==> config.mk <==
export PLATFORM = sky130hd
export DESIGN_NAME = dp_linefmt
export DESIGN_NICKNAME = d
export VERILOG_FILES = /design/src/rtl/dp_linefmt.sv
export SDC_FILE = /design/constraint.sdc
export NUM_CORES = 1
export LEC_CHECK = 0
export ABC_AREA = 1
export BUFFER_PORTS_ARGS = -buffer_cell sky130_fd_sc_hd__buf_2
export CORE_MARGIN = 2
export CORE_UTILIZATION = 59
export CTS_CLUSTER_SIZE = 8
export DETAILED_ROUTE_END_ITERATION = 8
export PLACE_DENSITY = 0.86
export SETUP_SLACK_MARGIN = 0.3
export SLEW_MARGIN = 20
export SYNTH_ARGS = -nofsm -noshare
export SYNTH_HDL_FRONTEND = slang
export SYNTH_SLANG_ARGS = --single-unit
export TNS_END_PERCENT = 50
==> constraint.sdc <==
create_clock -name clk -period 3.1 [get_ports clk]
set_input_delay 0.155 -clock clk [delete_from_list [all_inputs] [get_ports clk]]
set_output_delay 0.155 -clock clk [all_outputs]
set_load 0.01 [all_outputs]
==> src/rtl/dp_linefmt.sv <==
// DisplayPort single-lane line formatter: emits BS/VB-ID/Mvid/Maud header,
// fill, BE and the active pixel byte stream pulled from the pixel FIFO.
`timescale 1ns/1ps
module dp_linefmt #(
  parameter logic [8:0] BS_SYM  = 9'h1BC,
  parameter logic [8:0] BE_SYM  = 9'h1FB,
  parameter int         HDR_LEN = 4
) (
  input  logic        clk,
  input  logic        resetn,
  input  logic        dphstart,
  input  logic        dpvstart,
  input  logic [15:0] hact,
  input  logic [15:0] vact,
  input  logic [15:0] hdata,
  input  logic [7:0]  mvid,
  input  logic [7:0]  pxdata,
  input  logic        pxvalid,
  output logic        pxready,
  output logic [8:0]  sym,
  output logic        vblank,
  output logic        underrun,
  input  logic        clrerr
);

  // state | meaning (phase of the NEXT symbol to be driven)
  // IDLE  | no frame seen yet, sym held at 0
  // HDR   | header positions 1..HDR_LEN-1
  // FILL1 | fill between header and BE
  // BE    | blanking-end symbol
  // DATA  | active pixel bytes
  // FILL2 | fill until next line start
  typedef enum logic [2:0] {IDLE, HDR, FILL1, BE, DATA, FILL2} state_t;

  localparam logic [15:0] HDR_LEN16 = 16'(HDR_LEN);

  state_t      r_state;
  logic [15:0] r_pos;
  logic [15:0] r_yline;
  logic [15:0] r_h;
  logic [15:0] r_rem;
  logic [7:0]  r_mvid;
  logic        r_framed;
  logic        r_active;
  logic [8:0]  r_sym;
  logic        r_vblank;
  logic        r_underrun;

  logic        w_start;
  logic        w_framed_nx;
  logic [15:0] w_yline_nx;
  logic        w_active_nx;
  logic [15:0] w_h;
  logic [15:0] w_pos_inc;
  logic        w_data_slot;
  logic        w_xfer;
  logic        w_miss;

  // dphstart only counts once a frame start has been seen
  assign w_start     = dphstart && (r_framed || dpvstart);
  assign w_framed_nx = r_framed || dpvstart;
  assign w_yline_nx  = dpvstart ? 16'd0 :
                       ((r_yline == 16'hFFFF) ? 16'hFFFF : r_yline + 16'd1);
  assign w_active_nx = w_framed_nx && (w_yline_nx < vact);
  assign w_h         = (hdata < HDR_LEN16) ? HDR_LEN16 : hdata;
  assign w_pos_inc   = (r_pos == 16'hFFFF) ? r_pos : r_pos + 16'd1;

  assign w_data_slot = (r_state == DATA) && (r_rem != 16'd0) && !dphstart;
  assign pxready     = w_data_slot;
  assign w_xfer      = w_data_slot && pxvalid;
  assign w_miss      = w_data_slot && !pxvalid;

  always_ff @(posedge clk or negedge resetn) begin
    if (!resetn) begin
      r_state    <= IDLE;
      r_pos      <= 16'd0;
      r_yline    <= 16'd0;
      r_h        <= HDR_LEN16;
      r_rem      <= 16'd0;
      r_mvid     <= 8'd0;
      r_framed   <= 1'b0;
      r_active   <= 1'b0;
      r_sym      <= 9'h000;
      r_vblank   <= 1'b1;
      r_underrun <= 1'b0;
    end else begin
      if (w_start) begin
        r_framed <= w_framed_nx;
        r_yline  <= w_yline_nx;
        r_active <= w_active_nx;
        r_vblank <= !w_active_nx;
        r_h      <= w_h;
        r_rem    <= hact;
        r_mvid   <= mvid;
        r_sym    <= BS_SYM;
        r_pos    <= 16'd1;
        r_state  <= HDR;
      end else begin
        case (r_state)
          IDLE: begin
            r_sym <= 9'h000;
          end
          HDR: begin
            if (r_pos == 16'd1)      r_sym <= {8'b0, !r_active};
            else if (r_pos == 16'd2) r_sym <= {1'b0, r_mvid};
            else                     r_sym <= 9'h000;
            r_pos <= w_pos_inc;
            if (r_pos == HDR_LEN16 - 16'd1) begin
              if (!r_active)              r_state <= FILL2;
              else if (r_h == HDR_LEN16)  r_state <= BE;
              else                        r_state <= FILL1;
            end
          end
          FILL1: begin
            r_sym <= 9'h000;
            r_pos <= w_pos_inc;
            if (r_pos == r_h - 16'd1) r_state <= BE;
          end
          BE: begin
            r_sym   <= BE_SYM;
            r_pos   <= w_pos_inc;
            r_state <= (r_rem != 16'd0) ? DATA : FILL2;
          end
          DATA: begin
            r_sym <= w_xfer ? {1'b0, pxdata} : 9'h000;
            r_pos <= w_pos_inc;
            if (r_rem != 16'd0) r_rem <= r_rem - 16'd1;
            if (r_rem <= 16'd1) r_state <= FILL2;
          end
          FILL2: begin
            r_sym <= 9'h000;
            r_pos <= w_pos_inc;
          end
          default: begin
            r_sym   <= 9'h000;
            r_state <= IDLE;
          end
        endcase
      end

      if (w_miss)      r_underrun <= 1'b1;
      else if (clrerr) r_underrun <= 1'b0;
    end
  end

  assign sym      = r_sym;
  assign vblank   = r_vblank;
  assign underrun = r_underrun;

endmodule

### Yosys cells after proc, flatten, opt, wreduce, memory -nomap -nowiden

Index checks and enable logic that the tools add are counted.
Widths: inputs -> output; s select.

* $add $sub $neg: 4
* order comparisons: 3
* equal/unequal tests: 17
* muxes and demuxes: 24
* reductions and logical operators: 22

Operators with widths (count)
* $mux 16: 9
* $add 16x1->16 const B: 2
* $eq 16x16->1 const B: 2
* $eq 16x2->1 const B: 2
* $sub 16x1->16 const B: 2
* $pmux 9 s3: 1
* $mux 8: 3
* $eq 16x1->1 const B: 1
* $eq 16x16->1: 1
* $eq 16x3->1 const B: 1
* $le 16x1->1 const B: 1
* $lt 16x16->1: 1
* $lt 16x3->1 const B: 1
* $reduce_bool 16->1: 1
* $mux 3: 5
* $pmux 3 s5: 1
* $mux 9: 1
* $reduce_bool 2->1: 4
* $eq 3x2->1 const B: 2
* $eq 3x3->1 const B: 2
* $logic_and 1x1->1: 6
* $ne 3x3->1 const B: 2
* $reduce_or 5->1: 1
* $logic_not 1->1: 4
* 10 further kinds: 14

* bits in registers: 88
* bits of input ports: 70
* output and inout port bits: 12
* word-level logic and storage cells: 81

### Longest topological paths before layout

* depth in word-level cells: 7
* mapped depth: 20
* depth with buffers taken out: 20

### Worst setup path before layout

Ideal clock, no wire load.

* path type: register -> register
* from: register r_yline[0]
* to: register r_active
* setup time: 0.077 ns
* data arrival time: 2.446 ns
* data required time: 3.023 ns
* path slack: 0.576 ns
* cell stages (with the launch flop): 20
* buffers on the path: 0
* clock period less this slack: 2.524 ns
* cell sequence: dfrtp_1 -> ha_1 -> nand2_1 -> nor2_2 -> nand2_1 -> inv_2 -> nand2_1 -> nor3_4 -> inv_2 -> o21ai_0 -> a21o_1 -> nand2_1 -> inv_1 -> ha_1 -> a21oi_1 -> nor2_1 -> a211oi_1 -> o221a_2 -> nand2_1 -> a21oi_1

* word-level cells in the longest chain between the ends: 5
* elaborated cells on any way between the ends: 6
* classes of those cells: add/sub: 1; order compare: 1; eq/ne: 1; mux: 2; reduce/logical: 1

Ends and longest elaborated chain
* from (decl): RTL line 39 `logic [15:0] r_yline;`
* from (signal assigned): RTL line 89 `r_yline <= w_yline_nx;`
* $add 16x1->16 or $eq 16x16->1 (tied branches): RTL line 63 `((r_yline == 16'hFFFF) ? 16'hFFFF : r_yline + 16'd1);`
* $mux 16 (*): RTL line 63
* $mux 16 (*): RTL line 62 `assign w_yline_nx = dpvstart ? 16'd0 :`
* named net w_yline_nx[9]: RTL line 51 `logic [15:0] w_yline_nx;`
* $lt 16x16->1 (*): RTL line 64 `assign w_active_nx = w_framed_nx && (w_yline_nx < vact);`
* $logic_and 1x1->1 (*): RTL line 64
* to (signal assigned): RTL line 90 `r_active <= w_active_nx;`
* to (decl): RTL line 44 `logic r_active;`

The timed path passes the listed nets; every way through them passes the cells marked *.
A chain may end at the register's enable or synchronous reset.

### Worst setup path after layout

Ends and elaborated chain as after synthesis.

==> metrics.txt <==
# TYPE chip_impl_metric gauge
chip_impl_info{name="synth_top_cell_by_area",value="dfrtp_1"} 1
chip_impl_metric{name="detailroute.via_count",unit=""} 5623
chip_impl_metric{name="placementRows",unit=""} 36
chip_impl_metric{name="critical_path_required",unit="ps"} 3390
chip_impl_metric{name="worst_slew_margin_rel",unit="%"} 45.1
chip_impl_metric{name="final_layout_size_suffix_gt1_share",unit="%"} 21.3
chip_impl_metric{name="hold_slack",unit="ps"} 8.83
chip_impl_metric{name="detailedPlacementHpwl",unit="µm"} 10000
chip_impl_metric{name="gpl.final_weighted_congestion",unit=""} 0.899
chip_impl_metric{name="register_area",unit="µm²"} 2200
chip_impl_metric{name="synth_fp_nets",unit=""} 880
chip_impl_info{name="rsz0062_at_grt",value="false"} 1
chip_impl_metric{name="antenna-diode-count",unit=""} 0
chip_impl_info{name="synth.top_cells.by_area",value="dfrtp_1, nand2_1, inv_1"} 1
chip_impl_info{name="dominantRegCellSynth",value="dfrtp_1"} 1
chip_impl_metric{name="cts_max_path_buffers",unit=""} 2
chip_impl_info{name="status",value="finished, final reports clean"} 1
chip_impl_metric{name="yosys_warnings",unit=""} 0
chip_impl_info{name="start_to_end_type_of_the_worst_setup_path",value="reg2reg"} 1
chip_impl_metric{name="post_layout_nonfiller_instances",unit=""} 1029
chip_impl_metric{name="number_of_violations_of_the_max_capacitance_limit",unit=""} 0
chip_impl_metric{name="cts.reportedPaths.clkPinSlew",unit="ps"} 100
chip_impl_metric{name="finalWirelength",unit="µm"} 14400
chip_impl_metric{name="grt.overflow.total",unit=""} 0
chip_impl_metric{name="grt_max_degree",unit=""} 66
chip_impl_metric{name="clock_tree.htree_level_count",unit=""} 3
chip_impl_metric{name="cts_inserted_buffers",unit=""} 9
chip_impl_metric{name="post_synth_edffs",unit=""} 0
chip_impl_metric{name="syn_area_per_cell",unit="µm²"} 7.53
chip_impl_metric{name="min_period_over_period",unit="%"} 89.0
chip_impl_metric{name="post_drt_via_cell_ratio",unit=""} 5.46
chip_impl_metric{name="finalHoldViolations",unit=""} 0
chip_impl_info{name="timing.hold.worst.class",value="in2reg"} 1
chip_impl_metric{name="p_per_area",unit="nW/µm²"} 443
chip_impl_metric{name="post-route-min-period",unit="ps"} 2760
chip_impl_metric{name="timing.clock.skew",unit="ps"} 15.5
chip_impl_metric{name="async_reset_ff_share",unit="%"} 100
chip_impl_metric{name="ioPinCount",unit=""} 82
chip_impl_info{name="cts-root-buf",value="clkbuf_8"} 1
chip_impl_info{name="timing.critical_path.to_type",value="register"} 1
chip_impl_metric{name="first_global_vias",unit=""} 5387
chip_impl_metric{name="power.ir.vdd_worst",unit="µV"} 330
chip_impl_metric{name="ys_seq_area_share",unit="%"} 37.2
chip_impl_metric{name="reg2reg_setup_slack",unit="ps"} 340
chip_impl_metric{name="critical_path_peak_fanout",unit=""} 3
chip_impl_metric{name="drc",unit=""} 0
chip_impl_metric{name="report.final.slew_viol_count",unit=""} 0
chip_impl_metric{name="cts_sinks",unit=""} 88
chip_impl_metric{name="firstDrtPassIters",unit=""} 5
chip_impl_metric{name="all_layer_gr_usage",unit="%"} 27.0
chip_impl_metric{name="multi_input_comb_area",unit="µm²"} 3320
chip_impl_metric{name="design.final.nets",unit=""} 984
chip_impl_metric{name="setup_viol_count_final",unit=""} 0
chip_impl_metric{name="grt_first_pass_wirelength",unit="µm"} 24300
chip_impl_metric{name="design.die.area",unit="µm²"} 10900
chip_impl_metric{name="synthesis.area",unit="µm²"} 5930
chip_impl_metric{name="floorplan.die.height",unit="µm"} 104
chip_impl_metric{name="synth_top_area_share",unit="%"} 36.3
chip_impl_metric{name="fin_tns_setup",unit="ps"} 0
chip_impl_info{name="cts_tree",value="yes"} 1
chip_impl_metric{name="layout.cell_area.non_filler",unit="µm²"} 6970
chip_impl_metric{name="start_util",unit="%"} 60.7
chip_impl_metric{name="worst_ep_arrival_time",unit="ps"} 3050
chip_impl_metric{name="insertion_delay",unit="ps"} 380
chip_impl_metric{name="worst_slew_pin_slew",unit="ps"} 823
chip_impl_metric{name="placeable_core_region",unit="µm²"} 9770
chip_impl_metric{name="antenna_violations_before_repair",unit=""} 0
chip_impl_metric{name="postRouteAntennaNets",unit=""} 0
chip_impl_metric{name="ys_seq_elements",unit=""} 88
chip_impl_metric{name="die_width",unit="µm"} 104
chip_impl_metric{name="drt_iter0_markers",unit=""} 353
chip_impl_info{name="critPathLaunchType",value="register"} 1
chip_impl_metric{name="io_buffers",unit=""} 81
chip_impl_metric{name="p_leak",unit="nW"} 3.40
chip_impl_metric{name="total_power",unit="W"} 0.00309
chip_impl_metric{name="placedInstanceArea",unit="µm²"} 6440
chip_impl_metric{name="dp.cells",unit=""} 987
chip_impl_metric{name="max_freq",unit="MHz"} 362
chip_impl_metric{name="nFillCells",unit=""} 778
chip_impl_metric{name="yosys.cell_types.count",unit=""} 51
chip_impl_metric{name="syn_inst",unit=""} 787
chip_impl_metric{name="area_growth_from_synthesis_to_final_layout",unit="%"} 17.6
chip_impl_metric{name="drt-wirelength-per-cell",unit="µm"} 14.0
-- layout by cell type (no fill, tap or decap), drive strengths merged, types with 3 or more instances in the layout --
| master | n |
|---|---|
| a21oi | 33 |
| o22ai | 5 |
| a31oi | 13 |
| dfrtp | 86 |
| o31ai | 6 |
| clkbuf | 9 |
| xnor2 | 10 |
| xor2 | 24 |
| inv | 111 |
| o21ai | 58 |
| buf | 93 |
| dlygate4sd3 | 19 |
| o211ai | 3 |
| ha | 23 |
| nand3b | 3 |
| nor2 | 78 |
| nand4 | 23 |
| nor4 | 6 |
| a211oi | 4 |
| nor3 | 20 |
| nand3 | 43 |
| nand2 | 206 |
| or2 | 3 |
-- cells by family after synthesis --
kind of cell,synth area share [%]
AOI/OAI and AO/OA,13.7
xor gates and xnor gates,5.40
buffers and inverters,8.38
adders and majority gates,4.85
DFF,37.2
and+or+nand+nor,30.4
-- worst max-delay path: stages (launching register included) --
cell	delay [ps]
dfrtp_1	370
buf_4	120
nand3_1	140
nor2_2	210
nand3_2	140
nor2_4	170
xor2_2	180
inv_1	70
nand2_1	60
nand2_1	80
inv_1	70
ha_1	240
nand2_2	90
nor2_1	60
a211oi_1	210
o221a_2	250
nand2_2	70
a21oi_2	150
-- metrics by stage --
stage	worst slack (ps)	utilization (%)
5_1_grt	214	71.3
3_3_place_gp	371	65.9
3_5_place_dp	276	65.9
4_1_cts	313	70.1
2_1_floorplan	576	-
6_report	340	71.3
-- power breakdown --
group          internal [W]  total [W]  switching (W)
Clock              0.000320   0.000804       0.000484
Combinational      0.000326   0.000903       0.000576
Sequential          0.00127    0.00138       0.000112
Total               0.00191    0.00309        0.00117
-- timing repair --
item	in CTS	in global routing
endpoints found under the setup margin	2	2
pin swaps	1	12
resized for setup	1	20
hold endpoints to repair	78	0
hold buffers	19	0
setup buffers	3	4
-- per-layer routing --
layer	vias to the layer above	wire, µm	track usage [%]
met4	0	313	9.07
li1	2811	-	-
met1	2626	6310	35.7
met3	29	621	3.57
met5	-	0	0
met2	157	7180	45.8
-- flip-flops by register name, summed over array words and instances (netlist names) --
signal    flops
r_h          16
r_rem        16
r_state       3
sym           9
r_yline      16
r_framed      1
r_pos        16
underrun      1
vblank        1
r_active      1
r_mvid        8
-- synth_stat cells, types with 2 or more instances --
| library cell | count |
|---|---|
| clkbuf_1 | 5 |
| buf_4 | 3 |
| a31oi_4 | 2 |
| o22ai_1 | 5 |
| nand3_2 | 3 |
| xor2_1 | 24 |
| nand2_4 | 4 |
| nand2_1 | 198 |
| o221ai_1 | 2 |
| nand3_1 | 40 |
| o221a_2 | 2 |
| nand3b_1 | 3 |
| buf_1 | 3 |
| a21oi_1 | 31 |
| o21ai_0 | 43 |
| nor3_4 | 2 |
| o211ai_1 | 3 |
| nand4_1 | 23 |
| dfstp_2 | 2 |
| a31oi_1 | 11 |
| xnor2_1 | 10 |
| inv_1 | 88 |
| nor2_4 | 7 |
| nor3_1 | 13 |
| o31ai_1 | 6 |
| o21ai_1 | 15 |
| or2_2 | 2 |
| o21bai_1 | 2 |
| nor2_2 | 10 |
| nor3_2 | 5 |
| nor2_1 | 61 |
| buf_2 | 7 |
| dfrtp_1 | 86 |
| ha_1 | 23 |
| nand2_2 | 4 |
| a211oi_1 | 4 |
| inv_2 | 18 |
| nor4_1 | 4 |
-- area by class of cell --
class	count	share of cell area, %
tap	133	2.39
multi-input combinational	574	47.6
inverter	106	5.74
sequential	88	31.6
timing repair buffer	112	9.87
clock buffer	9	1.78
clock inverter	7	1.02
-- path summary, 6_finish.rpt --
| check | startpoint | to | cells after the start |
|---|---|---|---|
| max | r_yline[0] | r_active | 17 |
| min | hdata[5] | r_h[5] | 3 |
| max reg2reg | r_yline[0] | r_active | 17 |
| min reg2reg | r_mvid[4] | r_mvid[4] | 2 |
| max in group asynchronous | resetn | vblank | 3 |
| min in group asynchronous | resetn | r_h[9] | 2 |
Power figures use the tool's default switching activity.
